### src/rtl/uart_rx_frame_ctrl_if.sv
// Byte-stream bundle around the frame controller.
// Upstream: RxReady/RxData from the UART receiver.
// Downstream: OutValid/OutData/OutLast with OutReady backpressure.
// slave  : the frame controller side.
// master : the side that drives received bytes and OutReady, and consumes the payload.
interface uart_rx_frame_ctrl_if;
    logic       RxReady;
    logic [7:0] RxData;
    logic       OutValid;
    logic [7:0] OutData;
    logic       OutLast;
    logic       OutReady;

    modport master (
        output RxReady, RxData, OutReady,
        input  OutValid, OutData, OutLast
    );

    modport slave (
        input  RxReady, RxData, OutReady,
        output OutValid, OutData, OutLast
    );
endinterface

### src/rtl/uart_rx_frame_ctrl.sv
// UART receive frame controller.
// Hunts for SOF_BYTE, then reads a length byte, the payload and an XOR checksum.
// The checksum covers the length byte and the payload. Good frames are buffered
// and drained over a valid/ready stream. Bad frames raise a one-cycle error pulse.
// Ports:
//   Clock, ResetN     clock, synchronous active-low reset
//   Tick              oversample tick; drives only the inter-byte timeout
//   bus (slave)       RxReady/RxData in; OutValid/OutData/OutLast out; OutReady in
//   FrameOk           pulse: frame passed its checksum
//   Err*              one-cycle error pulses (checksum, length, timeout, overrun)
//   ErrCount          saturating count of all error pulses
//   Busy              controller is not hunting for SOF
module uart_rx_frame_ctrl #(
    parameter int unsigned MAX_LEN       = 16,
    parameter logic [7:0]  SOF_BYTE      = 8'hA5,
    parameter int unsigned TIMEOUT_TICKS = 480
) (
    input  logic                  Clock,
    input  logic                  ResetN,
    input  logic                  Tick,
    uart_rx_frame_ctrl_if.slave   bus,
    output logic                  FrameOk,
    output logic                  ErrChecksum,
    output logic                  ErrLength,
    output logic                  ErrTimeout,
    output logic                  ErrOverrun,
    output logic [7:0]            ErrCount,
    output logic                  Busy
);

    localparam int unsigned IDX_W     = (MAX_LEN > 1) ? $clog2(MAX_LEN) : 1;
    localparam int unsigned TCNT_W    = $clog2(TIMEOUT_TICKS + 1);
    localparam logic [7:0]  MAX_LEN_B = 8'(MAX_LEN);
    // Counter value at which the next Tick is the terminal one.
    localparam logic [TCNT_W-1:0] TOUT_LAST = TCNT_W'(TIMEOUT_TICKS - 1);

    typedef enum logic [2:0] {
        S_HUNT,
        S_LEN,
        S_PAYLOAD,
        S_CHECK,
        S_DRAIN
    } state_e;

    state_e              state_q;
    logic [IDX_W-1:0]    last_idx_q;
    logic [IDX_W-1:0]    wr_idx_q;
    logic [IDX_W-1:0]    rd_idx_q;
    logic [7:0]          csum_q;
    logic [TCNT_W-1:0]   tcnt_q;
    logic [7:0]          buf_q [MAX_LEN];

    logic timing_st;
    logic tout_ev;
    logic len_err_ev;
    logic csum_ok_ev;
    logic csum_err_ev;
    logic ovr_ev;
    logic out_xfer;
    logic err_ev;

    // Per-cycle events; the states they depend on are disjoint, so at most one fires.
    assign timing_st   = (state_q == S_LEN) || (state_q == S_PAYLOAD) || (state_q == S_CHECK);
    // A byte arriving with the terminal Tick takes priority over the timeout.
    assign tout_ev     = timing_st && Tick && !bus.RxReady && (tcnt_q == TOUT_LAST);
    assign len_err_ev  = (state_q == S_LEN) && bus.RxReady &&
                         ((bus.RxData == 8'd0) || (bus.RxData > MAX_LEN_B));
    assign csum_ok_ev  = (state_q == S_CHECK) && bus.RxReady && (bus.RxData == csum_q);
    assign csum_err_ev = (state_q == S_CHECK) && bus.RxReady && (bus.RxData != csum_q);
    assign ovr_ev      = (state_q == S_DRAIN) && bus.RxReady;
    assign out_xfer    = (state_q == S_DRAIN) && bus.OutReady;
    assign err_ev      = tout_ev || len_err_ev || csum_err_ev || ovr_ev;

    // Stream outputs come straight from the drain registers so they hold under backpressure.
    assign bus.OutValid = (state_q == S_DRAIN);
    assign bus.OutData  = buf_q[rd_idx_q];
    assign bus.OutLast  = (state_q == S_DRAIN) && (rd_idx_q == last_idx_q);
    assign Busy         = (state_q != S_HUNT);

    // Frame FSM, timeout counter, status pulses and error counter.
    always_ff @(posedge Clock) begin
        if (!ResetN) begin
            state_q     <= S_HUNT;
            last_idx_q  <= '0;
            wr_idx_q    <= '0;
            rd_idx_q    <= '0;
            csum_q      <= '0;
            tcnt_q      <= '0;
            FrameOk     <= 1'b0;
            ErrChecksum <= 1'b0;
            ErrLength   <= 1'b0;
            ErrTimeout  <= 1'b0;
            ErrOverrun  <= 1'b0;
            ErrCount    <= '0;
        end else begin
            FrameOk     <= csum_ok_ev;
            ErrChecksum <= csum_err_ev;
            ErrLength   <= len_err_ev;
            ErrTimeout  <= tout_ev;
            ErrOverrun  <= ovr_ev;

            if (err_ev && (ErrCount != 8'hFF)) begin
                ErrCount <= ErrCount + 8'd1;
            end

            // Timer runs only while a frame is being received; any byte restarts it.
            if (!timing_st || bus.RxReady || tout_ev) begin
                tcnt_q <= '0;
            end else if (Tick) begin
                tcnt_q <= tcnt_q + TCNT_W'(1);
            end

            case (state_q)
                S_HUNT: begin
                    if (bus.RxReady && (bus.RxData == SOF_BYTE)) begin
                        state_q <= S_LEN;
                    end
                end
                S_LEN: begin
                    if (bus.RxReady) begin
                        if (len_err_ev) begin
                            state_q <= S_HUNT;
                        end else begin
                            last_idx_q <= IDX_W'(bus.RxData - 8'd1);
                            csum_q     <= bus.RxData;
                            wr_idx_q   <= '0;
                            state_q    <= S_PAYLOAD;
                        end
                    end else if (tout_ev) begin
                        state_q <= S_HUNT;
                    end
                end
                S_PAYLOAD: begin
                    if (bus.RxReady) begin
                        csum_q   <= csum_q ^ bus.RxData;
                        wr_idx_q <= wr_idx_q + IDX_W'(1);
                        if (wr_idx_q == last_idx_q) begin
                            state_q <= S_CHECK;
                        end
                    end else if (tout_ev) begin
                        state_q <= S_HUNT;
                    end
                end
                S_CHECK: begin
                    if (csum_ok_ev) begin
                        rd_idx_q <= '0;
                        state_q  <= S_DRAIN;
                    end else if (csum_err_ev || tout_ev) begin
                        state_q <= S_HUNT;
                    end
                end
                S_DRAIN: begin
                    if (out_xfer) begin
                        if (rd_idx_q == last_idx_q) begin
                            state_q <= S_HUNT;
                        end else begin
                            rd_idx_q <= rd_idx_q + IDX_W'(1);
                        end
                    end
                end
                default: state_q <= S_HUNT;
            endcase
        end
    end

    // Payload buffer; deliberately not reset.
    always_ff @(posedge Clock) begin
        if ((state_q == S_PAYLOAD) && bus.RxReady) begin
            buf_q[wr_idx_q] <= bus.RxData;
        end
    end

endmodule

### src/flat_wrapper.sv
// flat-port wrapper written by rule: the top's interface ports become plain ports
module uart_rx_frame_ctrl_flat 
#(
    parameter int unsigned MAX_LEN       = 16,
    parameter logic [7:0]  SOF_BYTE      = 8'hA5,
    parameter int unsigned TIMEOUT_TICKS = 480
)
  (Clock, ResetN, Tick, FrameOk, ErrChecksum, ErrLength, ErrTimeout, ErrOverrun, ErrCount, Busy, bus_RxReady, bus_RxData, bus_OutReady, bus_OutValid, bus_OutData, bus_OutLast);
  uart_rx_frame_ctrl_if bus_i ();
  input  logic Clock;
  input  logic ResetN;
  input  logic Tick;
  output logic FrameOk;
  output logic ErrChecksum;
  output logic ErrLength;
  output logic ErrTimeout;
  output logic ErrOverrun;
  output logic [7:0] ErrCount;
  output logic Busy;
  input wire logic [$bits(bus_i.RxReady)-1:0] bus_RxReady;
  input wire logic [$bits(bus_i.RxData)-1:0] bus_RxData;
  input wire logic [$bits(bus_i.OutReady)-1:0] bus_OutReady;
  output wire logic [$bits(bus_i.OutValid)-1:0] bus_OutValid;
  output wire logic [$bits(bus_i.OutData)-1:0] bus_OutData;
  output wire logic [$bits(bus_i.OutLast)-1:0] bus_OutLast;
  assign bus_i.RxReady = bus_RxReady;
  assign bus_i.RxData = bus_RxData;
  assign bus_i.OutReady = bus_OutReady;
  assign bus_OutValid = bus_i.OutValid;
  assign bus_OutData = bus_i.OutData;
  assign bus_OutLast = bus_i.OutLast;
  uart_rx_frame_ctrl #(.MAX_LEN(MAX_LEN), .SOF_BYTE(SOF_BYTE), .TIMEOUT_TICKS(TIMEOUT_TICKS)) u_core (.Clock(Clock), .ResetN(ResetN), .Tick(Tick), .bus(bus_i), .FrameOk(FrameOk), .ErrChecksum(ErrChecksum), .ErrLength(ErrLength), .ErrTimeout(ErrTimeout), .ErrOverrun(ErrOverrun), .ErrCount(ErrCount), .Busy(Busy));
endmodule
### config.mk
export PLATFORM = sky130hd
export DESIGN_NAME = uart_rx_frame_ctrl_flat
export DESIGN_NICKNAME = d
export VERILOG_FILES = /design/src/rtl/uart_rx_frame_ctrl_if.sv /design/src/rtl/uart_rx_frame_ctrl.sv /design/src/flat_wrapper.sv
export SDC_FILE = /design/constraint.sdc
export NUM_CORES = 1
export LEC_CHECK = 0
export BUFFER_PORTS_ARGS = -buffer_cell sky130_fd_sc_hd__buf_4
export CORE_ASPECT_RATIO = 1.1
export CORE_MARGIN = 2
export CORE_UTILIZATION = 34
export CTS_BUF_LIST = sky130_fd_sc_hd__clkbuf_8
export DETAILED_ROUTE_END_ITERATION = 12
export PLACE_DENSITY = 0.47
export SYNTH_ARGS = -nofsm -noshare
export SYNTH_HDL_FRONTEND = slang
export SYNTH_SLANG_ARGS = --single-unit
### constraint.sdc
create_clock -name Clock -period 1.9 [get_ports Clock]
set_input_delay 0 -clock Clock [delete_from_list [all_inputs] [get_ports Clock]]
set_output_delay 0 -clock Clock [all_outputs]
set_load 0.1 [all_outputs]
-- Word-level counts from Yosys, hierarchy flattened
Memories as Yosys holds them, arrays and structs flattened. A register that Yosys moved wholly into a read port is not among the register bits.
Cells that the tools add are included.
- magnitude comparators: 1
- $mul: 0
- add/subtract/negate cells: 5
- bitwise logic cells: 3
- divide/modulo/power cells: 0
- equal/unequal tests: 21
- muxes and demuxes: 27
- shifts and indexed selects: 0
- reduce and logical (&&, ||, !) cells: 35
- operators by type and width (cell ; number):
    4-bit two-way mux ; 8
    3-bit two-way mux ; 9
    8-bit two-way mux ; 3
    4-bit case mux with 2 select lines ; 2
    8-bit case mux with 2 select lines ; 1
    3-bit case mux with 5 select lines ; 1
    1-bit logical AND ; 14
    9-bit by 1-bit adder with 9-bit output (second input constant) ; 1
    9-bit == test (second input constant) ; 1
    1-bit logical OR ; 9
    4-bit by 1-bit adder with 4-bit output (second input constant) ; 2
    8-bit by 1-bit adder with 8-bit output (second input constant) ; 1
    4-bit == test ; 2
    8-bit == test ; 1
    8-bit == test (second input constant) ; 1
    8-bit by 5-bit > comparator with 1-bit output (second input constant) ; 1
    8-bit logical NOT ; 1
    2-bit by 1-bit inequality test with 1-bit output (second input constant) ; 4
    2-bit inequality test (second input constant) ; 4
    8-bit inequality test ; 1
    8-bit inequality test (second input constant) ; 1
    4-bit AND reduction ; 2
    8-bit bitwise XOR ; 1
    3-bit by 2-bit == test with 1-bit output (second input constant) ; 2
    other kinds (15) ; 19
- memory bits (writable): 128
- latch bits: 0
- memories: 1
- register bits after elaboration: 45
- bits in read-only memories: 0
- memory list (name ; depth ; bits a word ; rd ports ; clocked after Yosys merged registers in ; write ports ; line ; text):
    u_core.buf_q ; 16 ; 8 ; 1 ; 1 ; 1 ; uart_rx_frame_ctrl.sv:51 ; logic [7:0] buf_q [MAX_LEN];

-- Depth between registers and ports, before layout
Gate-level depths: netlist (run 1).
- depth in word-level cells: 10
- gate-level depth with buffers: 9

-- Worst setup path before layout (run 1)
Ideal clock, no wire load.
- path type: reg-to-reg
- start: register u_core.ErrCount[0]
- end: register u_core.ErrCount[5]
- setup slack: -524 ps
- period minus slack after synthesis: 2424 ps
- library setup time: 115 ps
- arrival: 2309 ps
- stages on the path, launching flop included: 8
- required time: 1785 ps
- buffers on the path: 1
- path through: dfxtp_1 > ha_1 > nand3_1 > or3_1 > o31ai_2 > buf_6 > nor4_1 > o21a_1
- word-level cells in the longest chain between the ends: 2
- RTL lines (element ; line ; text):
    start, declared ; uart_rx_frame_ctrl.sv:27 ; output logic [7:0] ErrCount,
    start signal, assigned ; uart_rx_frame_ctrl.sv:103 ; ErrCount <= ErrCount + 8'd1;
    branches (longest 2 deep; another with 8-bit by 1-bit adder with 8-bit output) ; n/a ;
Parallel ways; which one is timed is not known.
A chain may end at the register's enable or synchronous reset.

==> metrics.txt, run 1 <==
status=finished, violations left; failing checks=setup timing; Max-Cap Viols=0; largest net degree at the start of global routing=33; CP max stage delay=0.55 ns; DR WL met3=677 um; Setup crit end kind=primary output; global-route wire length before repair=28000 um; Post-Synthesis Cells=488; Post-DRT Antenna Nets=0; CTS max path bufs=2; layout cells sized above 1=36.9%; synthesized area=0.00744 mm2; critical path, cell by cell=buf_12 > mux4_2 > mux4_2 > buf_12; overall power=7.74 mW; share of the synthesized area in the top cell type=51.6%; register area share after synthesis=64.8%; Ports=37; Overflow after GRT=0; Total GRT Usage=16.3%; Leakage=3.22 nW; vias=4438; critical path's slowest cell=mux4_2; fmax=430 MHz; Post-Synth XOR/XNOR Area=4.82%; final net count=632; final worst-path cycle share=122%; Synth Area in Simple Gates=11.1%; pwr dens=819 mW/mm2; die span in y=159 um; Synth Register Bits=177; Top Metal Used=met4; Cell Count Post-Placement=863; H-tree depth=4; worst endpoint data arrival time=2.33 ns; Design Area, Final=0.00946 mm2; DRC Markers=0; gpl congestion=0.786; Die Wd=145 um; via/cell ratio=4.87; final max-slew violation count=0; Post-synth ARST share=0%; ANT cells=0; DP Area=0.00863 mm2; mux contribution to synthesized area=12.6%; Synth area leader=edfxtp_1; DP HPWL=11800 um; syn_nets=510; # clock sinks=177; Layout Cells excl Fill=911; class of the worst hold path=in2reg; post-synthesis adder-cell area fraction=1.51%; critical path fanouts, max=6; clock skew=0.0122 ns; DR pass1 iterations=4; drt wl/cell=19.9 um; Site Rows=56; most numerous cell in the Yosys netlist=edfxtp_1; Starting Density=34.7%; TritonCTS Buffers=17; synthesis warning total=0; Compound-Gate Fraction of Synth Area=3.16%; r2r setup slk=-0.10 ns; CTS tree=yes; worst reg2reg startpoint=u_core.tcnt_q[1]; setup violators final=16; Reg clk slew, reported paths=0.09 ns; vias in the first global route=4757; Peak VDD IR=0.437 mV; Worst EP required=1.90 ns; M1 WL=7650 um; Top FF cell, synth=edfxtp_1; area grow syn2layout=27.0%; most instantiated cells after synthesis=128 x edfxtp_1, 49 x dfxtp_1, 40 x mux4_2; DIE AREA=0.0231 mm2; worst-margin pin slew=0.548 ns; HP Start=bus_RxData[0]; RSZ-0062 raised after global routing=true; Final Hold Vio Count=0; met2 wire length=9470 um; synth top area cells=edfxtp_1 52%, dfxtp_1 13%, mux4_2 12%, xnor2_1 2.9%, and2_1 2.0%; Post-synth EDFFs=128; initial antenna violation count=1; total core area=0.0214 mm2; main combinational cell family by area after synthesis=multiplexers; worst setup margin=-0.427 ns; fin crit period=2.33 ns; Detailed Route Iter0 Violations=256; Clock Latency Late Sink=0.45 ns; Root Driver=clkbuf_8; hold_ws=0.0243 ns; max_slew headroom=63.4%; startpoint types=register; WL final=18100 um; Distinct cells, synth=46; IO buf count=36; kind of critical path=reg2out; Syn Area/Cell=15.3 um2
[kinds of logic (layout without fill, tap and decap cells)]
| kind of cell | count (synthesis) | in the layout |
|---|---|---|
| flip-flops | 177 | 177 |
| AND/OR/NAND/NOR | 153 | 153 |
| multiplexers | 44 | 44 |
| XOR/XNOR | 41 | 41 |
| buffers and inverters | 33 | 166 |
| AO/OA/AOI/OAI | 31 | 31 |
| adder cells (fa/ha/maj) | 9 | 9 |
[power by group]
| group | internal [mW] | leakage (nW) | total (mW) | switching (mW) |
|---|---|---|---|---|
| Combinational | 0.350 | 1.49 | 0.888 | 0.538 |
| Clock | 1.29 | 0.183 | 2.65 | 1.37 |
| Sequential | 4.17 | 1.55 | 4.20 | 0.0336 |
| Total | 5.80 | 3.22 | 7.74 | 1.94 |
[layer usage]
| metal | vias to the layer above | global-route usage (%) |
|---|---|---|
| met5 | - | 0 |
| met4 | 0 | 5.12 |
| met3 | 19 | 3.21 |
| met2 | 95 | 28.7 |
| met1 | 2237 | 20.2 |
| li1 | 2087 | - |
[state kept, by name, indices dropped and copies added (netlist names), 3 cells and up, named ones only]
signal	flops
u_core.state_q	3
u_core.wr_idx_q	4
u_core.csum_q	8
u_core.tcnt_q	9
u_core.ErrCount	8
u_core.buf_q	128
u_core.last_idx_q	4
u_core.rd_idx_q	4
[worst max-delay path: cells and delay by family (launching register included)]
kind,cells,cell delay (ns)
mux,2,1.05
flops,1,0.45
buf+inv,2,0.36
[per-stage QoR]
stage / setup slack [ns] / TNS, ns / utilization (%)
2_1_floorplan: -0.116 / -3.75 / -
5_1_grt: -0.509 / -5.88 / 44.1
3_3_place_gp: -0.155 / -1.06 / 40.3
6_report: -0.427 / -3.93 / 44.1
4_1_cts: -0.494 / -5.10 / 43.3
3_5_place_dp: -0.185 / -0.876 / 40.3
[final cells by class]
cell class	instances	area, um2
Tap cell	290	363
Clock inverter	13	161
Fill cell	2011	12000
Sequential cell	177	4850
Clock buffer	17	234
Multi-Input combinational cell	278	2650
Inverter	10	37.5
Timing Repair Buffer	126	1160
[final timing paths]
| path | to | depth (start not counted) |
|---|---|---|
| setup / recovery | bus_OutData[2] | 4 |
| hold / removal | u_core.buf_q[8][0] | 2 |
| setup reg to reg | u_core.ErrCount[3] | 8 |
| hold reg to reg | u_core.ErrCount[7] | 2 |
[placed cells by master, fill, tap and decap left out, drive strengths merged, types with 5 or more instances in the layout]
cell type,count
edfxtp,128
buf,117
dfxtp,49
mux4,40
nor2,28
nand2,28
xnor2,25
and2,24
clkbuf,18
xor2,16
nand3,13
nor3,12
inv,12
o21ai,11
ha,9
or3,9
nor3b,8
dlygate4sd3,8
a21boi,7
nor4,7
nand4,6
nand2b,5
clkinvlp,5
[timing repair]
| action | 4_1_cts | 5_1_grt |
|---|---|---|
| setup buffers | 5 | 2 |
| cloned | 2 | 1 |
| pin swaps | 16 | 11 |
| hold buffers | 8 | 1 |
| endpoints found under the setup margin | 24 | 145 |
| resized for setup | 26 | 31 |
| endpoints found under the hold margin | 56 | 10 |
Note: power is estimated with default switching activity, not from simulation.
==> inputs of run 2 (changes only) <==
PLACE_DENSITY = 0.45   (was 0.47)
clock period = 3 ns   (was 1.9 ns; I/O delays follow)
==> metrics.txt, run 2 (synthesized netlist as in run 1, its figures left out) <==
status=completed; initial antenna violation count=0; multi-input combinational cell area=0.00250 mm2; # clock sinks=177; Ports=37; Reg area=0.00483 mm2; Setup crit end kind=register; CTS max path bufs=2; Design Area, Final=0.00861 mm2; fin crit period=2.55 ns; Post-DRT Antenna Nets=0; die span in y=159 um; Die Wd=145 um; most used cell, CP=nor2_1; Leakage=2.79 nW; global-route wire length before repair=26200 um; layout cells sized above 1=23.3%; DRC Markers=0; Site Rows=56; largest net degree at the start of global routing=37; vias=4152; DR pass1 iterations=4; RSZ-0062 raised after global routing=false; CP delay by family, top=simple AND/OR/NAND/NOR gates; ANT cells=0; worst-margin pin slew=0.957 ns; WL final=16700 um; Worst EP required=3.08 ns; Reg clk slew, reported paths=0.10 ns; Peak VDD IR=0.261 mV; startpoint types=register; Clock Latency Late Sink=0.46 ns; Overflow after GRT=0; Max-Cap Viols=0; filler instances=2048; CP max stage delay=0.78 ns; final max-slew violation count=0; most common cell after layout, fill and taps aside=edfxtp_1; DP HPWL=11000 um; setup violators final=0; critical path's slowest cell=nor2_1; CTS tree=yes; Root Driver=clkbuf_8; area grow syn2layout=15.7%; max FFs per register=128; TritonCTS Buffers=17; largest registers=u_core.buf_q: 128 flops, u_core.tcnt_q: 9 flops; pwr dens=548 mW/mm2; critical path fanouts, max=12; DIE AREA=0.0231 mm2; CP bufs+invs=0; DP Area=0.00810 mm2; Final Hold Vio Count=0; worst endpoint data arrival time=2.63 ns; max_slew headroom=35.9%; total core area=0.0214 mm2; Total GRT Usage=15.2%; vias in the first global route=4300; commonest non-fill, non-tap cells in the layout=128 x edfxtp_1, 48 x dfxtp_1, 47 x buf_4; kind of critical path=reg2reg; Starting Density=34.7%; critical path, cell by cell=nand2b_1 > nor2_1 > nand3_1 > nor2_1; Setup Total Neg Slack=0 ns; drt wl/cell=19.7 um; Detailed Route Iter0 Violations=214; class of the worst hold path=in2reg; Final Util=40.2%; final net count=566; via/cell ratio=4.90; clock skew=0.0138 ns; fmax=392 MHz; gpl congestion=0.753; Largest Register=u_core.buf_q; IO buf count=36; final worst-path cycle share=85.0%; H-tree depth=4
-- run 2: final timing paths --
| check | start | end | slack, ns | depth (start not counted) |
|---|---|---|---|---|
| max | u_core.state_q[2] | u_core.buf_q[15][3] | 0.45 | 4 |
| min | Tick | u_core.tcnt_q[1] | 0.40 | 4 |
| max reg2reg | u_core.state_q[2] | u_core.buf_q[15][3] | 0.45 | 4 |
| min reg2reg | u_core.ErrCount[7] | u_core.ErrCount[7] | 0.50 | 2 |
-- run 2: routing by layer --
metal	vias to the layer above	global-route usage [%]	part of all wire (%)
met3	22	2.87	3.2
met1	2083	19.5	44
li1	1955	-	-
met2	92	26.1	51
met5	-	0	0
met4	0	5.04	1.8
-- run 2: cell type report --
type / instances / share of cell area, %
Sequential cell: 177 / 56.0
Multi-Input combinational cell: 278 / 29.0
Timing Repair Buffer: 60 / 5.73
Tap cell: 290 / 4.21
Clock buffer: 17 / 2.72
Clock inverter: 15 / 1.85
Inverter: 10 / 0.436
-- run 2: tightest hold or removal path, stage by stage --
cell	delay [ns]
dlygate4sd3_1	0.53
buf_4	0.15
mux2i_1	0.07
nor2_1	0.08
-- run 2: power by group --
| group | internal [mW] | switching [mW] | total (mW) |
|---|---|---|---|
| Sequential | 2.64 | 0.0289 | 2.67 |
| Combinational | 0.128 | 0.297 | 0.425 |
| Clock | 0.749 | 0.879 | 1.63 |
-- run 2: timing repair --
action | 4_1_cts | 5_1_grt
buffers inserted | 0 | 0
hold endpoints to repair | 164 | 0
gates resized for setup | 0 | 0
hold buffers | 12 | 0
-- run 2: through the flow --
step | power [mW] | worst slack [ns] | hold slack [ns] | instances
final | 4.72 | 0.451 | 0.404 | 847
after floorplan | 3.02 | 0.576 | 0.0989 | 488
after CTS | 4.79 | 0.374 | 0.378 | 847
after global routing | 4.92 | 0.229 | 0.408 | 847
after detailed placement | 3.14 | 0.404 | 0.324 | 803
after global placement | 3.14 | 0.385 | 0.309 | 803
